==> src/rtl/serial_add_pkg.sv <==
`default_nettype none
// ============================================================================
// Module      : serial_add_pkg
// Description : Shared types and constants for the bit-serial adder
//               controller (state encoding, default operand width).
// Revision    : 1.0 - initial release
// ============================================================================
package serial_add_pkg;

    // Controller states; 2-bit encoding with one spare code.
    typedef enum logic [1:0] {
        IDLE = 2'd0,
        RUN  = 2'd1,
        DONE = 2'd2
    } state_t;

    // Operand width used when the top is instantiated without override.
    localparam int c_DEFAULT_WIDTH = 4;

endpackage : serial_add_pkg
`default_nettype wire

==> src/rtl/serial_add_ctrl_fa_cell.sv <==
`default_nettype none
// ============================================================================
// Module      : fa_cell
// Description : Purely combinational 1-bit full adder. The serial adder
//               controller time-multiplexes a single instance of it.
// Revision    : 1.0 - initial release
// ============================================================================
module fa_cell (
    input  logic a,
    input  logic b,
    input  logic ci,
    output logic s,
    output logic co
);

    assign s  = a ^ b ^ ci;
    assign co = (a & b) | (a & ci) | (b & ci);

endmodule : fa_cell
`default_nettype wire

==> src/rtl/serial_add_ctrl.sv <==
`default_nettype none
// ============================================================================
// Module      : serial_add_ctrl
// Description : Bit-serial adder controller. Adds two WIDTH-bit operands plus
//               a carry-in LSB first through one full-adder cell, one bit per
//               clock, with a start/busy/done handshake. Results are held
//               until the next completed operation.
//               Optional feature macro: SERIAL_ADD_OVF_EN adds the registered
//               signed-overflow output ovf.
// Revision    : 1.0 - initial release
// ============================================================================
module serial_add_ctrl
    import serial_add_pkg::*;
#(
    parameter int WIDTH = c_DEFAULT_WIDTH
) (
    input  logic             clk,
    input  logic             rst_n,
    input  logic             start,
    input  logic [WIDTH-1:0] a,
    input  logic [WIDTH-1:0] b,
    input  logic             c_in,
    output logic             busy,
    output logic             done,
    output logic [WIDTH-1:0] sum,
`ifdef SERIAL_ADD_OVF_EN
    output logic             c_out,
    output logic             ovf
`else
    output logic             c_out
`endif
);

    localparam int                 c_CNT_W = (WIDTH > 1) ? $clog2(WIDTH) : 1;
    localparam logic [c_CNT_W-1:0] c_LAST  = c_CNT_W'(WIDTH - 1);

    state_t             r_state;
    logic [WIDTH-1:0]   r_a_sh;
    logic [WIDTH-1:0]   r_b_sh;
    // Upper WIDTH-1 bits of the partial-sum shifter. The bit that would sit
    // at position 0 is never observable, so it is not stored; the full
    // WIDTH-bit shifted value is formed in w_s_next.
    logic [WIDTH-2:0]   r_s_sh;
    logic               r_carry;
    logic [c_CNT_W-1:0] r_cnt;
    logic [WIDTH-1:0]   r_sum;
    logic               r_c_out;

    logic               w_s;
    logic               w_co;
    logic [WIDTH-1:0]   w_s_next;

    // The single shared full-adder cell, fed by the LSBs of the shifters.
    fa_cell u_fa_cell (
        .a  (r_a_sh[0]),
        .b  (r_b_sh[0]),
        .ci (r_carry),
        .s  (w_s),
        .co (w_co)
    );

    assign w_s_next = {w_s, r_s_sh};

    // Sequencer: operand capture, per-bit shifting and result registration.
    always_ff @(posedge clk or negedge rst_n) begin
        if (!rst_n) begin
            r_state <= IDLE;
            r_a_sh  <= '0;
            r_b_sh  <= '0;
            r_s_sh  <= '0;
            r_carry <= 1'b0;
            r_cnt   <= '0;
            r_sum   <= '0;
            r_c_out <= 1'b0;
        end else begin
            case (r_state)
                IDLE, DONE: begin
                    if (start) begin
                        r_a_sh  <= a;
                        r_b_sh  <= b;
                        r_carry <= c_in;
                        r_s_sh  <= '0;
                        r_cnt   <= '0;
                        r_state <= RUN;
                    end else begin
                        r_state <= IDLE;
                    end
                end
                RUN: begin
                    r_s_sh  <= w_s_next[WIDTH-1:1];
                    r_carry <= w_co;
                    r_a_sh  <= r_a_sh >> 1;
                    r_b_sh  <= r_b_sh >> 1;
                    r_cnt   <= r_cnt + c_CNT_W'(1);
                    if (r_cnt == c_LAST) begin
                        r_sum   <= w_s_next;
                        r_c_out <= w_co;
                        r_state <= DONE;
                    end
                end
                default: r_state <= IDLE;
            endcase
        end
    end

`ifdef SERIAL_ADD_OVF_EN
    logic r_ovf;

    // Signed overflow: carry into the MSB differs from the carry out of it.
    always_ff @(posedge clk or negedge rst_n) begin
        if (!rst_n) begin
            r_ovf <= 1'b0;
        end else if (r_state == RUN && r_cnt == c_LAST) begin
            r_ovf <= r_carry ^ w_co;
        end
    end

    assign ovf = r_ovf;
`endif

    assign busy  = (r_state == RUN);
    assign done  = (r_state == DONE);
    assign sum   = r_sum;
    assign c_out = r_c_out;

endmodule : serial_add_ctrl
`default_nettype wire

==> config.mk <==
export PLATFORM = sky130hd
export DESIGN_NAME = serial_add_ctrl
export DESIGN_NICKNAME = d
export VERILOG_FILES = /design/src/rtl/serial_add_pkg.sv /design/src/rtl/serial_add_ctrl_fa_cell.sv /design/src/rtl/serial_add_ctrl.sv
export SDC_FILE = /design/constraint.sdc
export NUM_CORES = 1
export LEC_CHECK = 0
export ABC_AREA = 0
export BUFFER_PORTS_ARGS = -buffer_cell sky130_fd_sc_hd__buf_4
export CAP_MARGIN = 20
export CORE_UTILIZATION = 45
export DETAILED_ROUTE_END_ITERATION = 8
export HOLD_SLACK_MARGIN = 0.08
export PLACE_DENSITY = 0.66
export SYNTH_ARGS = -nofsm -noshare
export SYNTH_HDL_FRONTEND = slang
export SYNTH_SLANG_ARGS = --single-unit
==> constraint.sdc <==
create_clock -name clk -period 1.55 [get_ports clk]
set_input_delay 0.0775 -clock clk [delete_from_list [all_inputs] [get_ports clk]]
set_output_delay 0.0775 -clock clk [all_outputs]
set_load 0.02 [all_outputs]
==> flow_summary_export.csv <==
group,metric,value,unit
status,status,"completed",
hold_path,hold_class,"in2reg",
logic_synthesis,ys_warn_count,0,
timing,period_share,91.7,%
setup_path,cp_slowest_stage_delay,0.51,ns
power_and_ir_drop,internal-power,1.52,mW
clock_network,cts_sinks,21,
route,post_drt_wl_per_cell,13.8,um
layout,fin_area,0.00136,mm^2
power_and_ir_drop,seqPwrFrac,42.6,%
power_and_ir_drop,p_sw,0.871,mW
power_and_ir_drop,peakVddDrop,0.00111,V
route,via_per_inst,5.15,
clock_network,clock_latency,0.30,ns
layout,area.growth.synth_to_final,24.1,%
logic_synthesis,synth.yosys.seq_area_share,48.1,%
placement,finalWeightedCongestion,0.673,
logic_synthesis,synth_area_leader_cell,"dfrtp_1",
route,drc,0,
grt,grt_pass1_vias,739,
clock_network,cts_tree,"built",
setup_path,crit_buf_inv,2,
logic_synthesis,postSynthAreaPerCell,13.8,um^2
logic_synthesis,synth_area,0.00109,mm^2
setup_path,cp.arrival,1.34,ns
layout,n_antenna_cell,0,
route,dr.pass1.iters,3,
clock_network,clkSlewWorstSetupHoldPaths,0.12,ns
grt,grt_max_degree,22,
clock_network,root_buffer,"clkbuf_4",
timing,worst_slew_pin_slew,0.309,ns
die,die_x,51.3,um
logic_synthesis,synthDominantCellAreaShare,48.1,%
timing,slew_headroom,79.3,%
grt,gr-usage-all-layers,17.3,%
power_and_ir_drop,total_power,2.39,mW
timing,min_period,1.42,ns
logic_synthesis,synthCells,79,
die,die_h,51.3,um
clock_network,cts_buffers,3,
layout,drive_gt1_share,33.3,%
grt,overflow,0,
placement,port_buffers,18,
die,core,0.00225,mm^2
placement,post_dp_cell_area,0.00125,mm^2
die,initial_utilization,48.5,%
placement,dp_hpwl,1310,um
setup_path,cpMostUsedCell,"buf_4",
power_and_ir_drop,powerDensity,1760,mW/mm^2
timing,whs,0.0877,ns
route,drt-initial-drc-count,1,
power_and_ir_drop,combPwrFrac,46.5,%
placement,dp_cells,124,
logic_synthesis,synth_area_leaders,"dfrtp_1 48%, mux2i_1 21%, mux2_4 8.2%",
setup_path,cp.required,1.47,ns
die,pin_count,19,
layout,fin_nets,123,
route,via_count,701,
job,drv_cap,0,
setup_path,path_cells,"buf_4 -> nor2b_1 -> buf_4",
setup_path,cpMaxStageDelayCell,"dfrtp_2",
logic_synthesis,syn_nets,93,
route,antenna_left,0,
clock_network,htreeDepth,1,
timing,fin_ws,0.129,ns
timing,fmax,0.704,GHz
power_and_ir_drop,swShare,36.4,%
timing,fin_worst_skew,0.00309,ns
clock_network,cts_buffer_depth,2,
power_and_ir_drop,cellLeakagePower,0.696,nW
timing,slew_viol_final,0,
layout,utilization,60.2,%
setup_path,path_max_fanout,13,
setup_path,cp-end-kind,"primary output",
route,wirelength,1880,um
timing,rsz0062_at_grt,"false",
timing,hold_violations,0,
logic_synthesis,ys_ff_latch,21,
setup_path,crit_family,"flip-flops",
grt,antenna_found_initial,0,
power_and_ir_drop,clkPwrFrac,11.0,%
grt,grt_pass1_wl,3350,um
placement,dp_slack,0.249,ns
setup_path,critPathKind,"reg2out",
die,rows,17,
layout,final_cells,136,
setup_path,startpoint_type,"register",
logic_synthesis,ys_types,21,
timing,setup_violations,0,
die,dieArea,0.00263,mm^2
timing,tns,0,ns
==> cells in the mapped netlist (all sizes together) <==
master	n
a22o	4
nor2b	3
buf	5
nand3	2
xnor2	1
mux2i	23
nor2	1
nand3b	2
a21o	1
fa	1
o31ai	1
dfrtp	21
inv	3
ha	1
mux2	8
o21ai	2
==> worst reg2reg max path, cell delays in order, from the launching register on <==
cell,delay (ns)
dfrtp_1,0.43
fa_1,0.51
mux2_4,0.28
==> worst paths after layout <==
kind / start / endpoint / slack, ns / cells after the start
max: r_state[0]$_DFFE_PN0P_ / done / 0.13 / 3
max reg2reg: r_carry$_DFFE_PN0P_ / sum[3]$_DFFE_PN0P_ / 0.24 / 2
min reg2reg: sum[1]$_DFFE_PN0P_ / sum[1]$_DFFE_PN0P_ / 0.53 / 1
min in group asynchronous: rst_n / c_out$_DFFE_PN0P_ / 0.17 / 2
max in group asynchronous: rst_n / r_state[0]$_DFFE_PN0P_ / 1.15 / 2
min: a[1] / r_a_sh[1]$_DFFE_PN0P_ / 0.09 / 3
==> cells by family (layout without fill, tap and decap cells) <==
| family | after synthesis | count (layout) | share of synthesized area, % |
|---|---|---|---|
| compound gates | 8 | 8 | 5.49 |
| xor+xnor | 1 | 1 | 0.801 |
| fa+ha+maj | 2 | 2 | 2.97 |
| buf+inv | 8 | 37 | 5.15 |
| flops | 21 | 21 | 48.1 |
| mux | 31 | 31 | 31.4 |
| simple gates | 8 | 8 | 6.18 |
==> power by group through the flow <==
stage	Sequential [mW]	Combinational, mW	Clock [mW]
final	1.02	1.11	0.262
after global routing	1.06	1.23	0.297
after CTS	1.02	1.13	0.279
after detailed placement	1.03	1.12	0
after global placement	1.01	1.07	0
after floorplan	1.01	0.826	0
==> metal layers <==
metal	vias to the layer above	wire, um	track usage [%]
met5	-	0	0
met4	0	13	4.05
met3	2	64	5.36
met2	14	914	30.9
met1	347	885	20.1
li1	338	-	-
==> layout make-up <==
type	count	area, um^2
fillers	194	897
flip-flops and latches	21	527
multi-input cells	50	512
repair buffers	30	245
well taps	28	35.0
clock buffers	3	22.5
inverters	3	11.3
clock inverters	1	5.00
==> cells in the final DEF, fill, tap and decap left out, types with 2 or more instances in the layout <==
| cell | instances |
|---|---|
| mux2i_1 | 23 |
| buf_4 | 22 |
| dfrtp_1 | 20 |
| dlygate4sd3_1 | 8 |
| mux2_4 | 6 |
| a22o_1 | 4 |
| inv_1 | 3 |
| clkbuf_4 | 3 |
| nor2b_1 | 2 |
| nand3_1 | 2 |
| o21ai_0 | 2 |
==> sequential cells by signal (all words and copies together) (netlist names) <==
register and cells:
r_s_sh 3, c_out 1, r_carry 1, r_b_sh 4, r_state 2, sum 4
r_a_sh 4, r_cnt 2
==> repair_timing <==
action	in CTS	in global routing
gates resized for setup	0	1
buffers inserted	0	0
endpoints found under the hold margin	28	0
endpoints found under the setup margin	0	1
hold buffers	8	0
No activity file was read; power rests on OpenSTA's default activity.
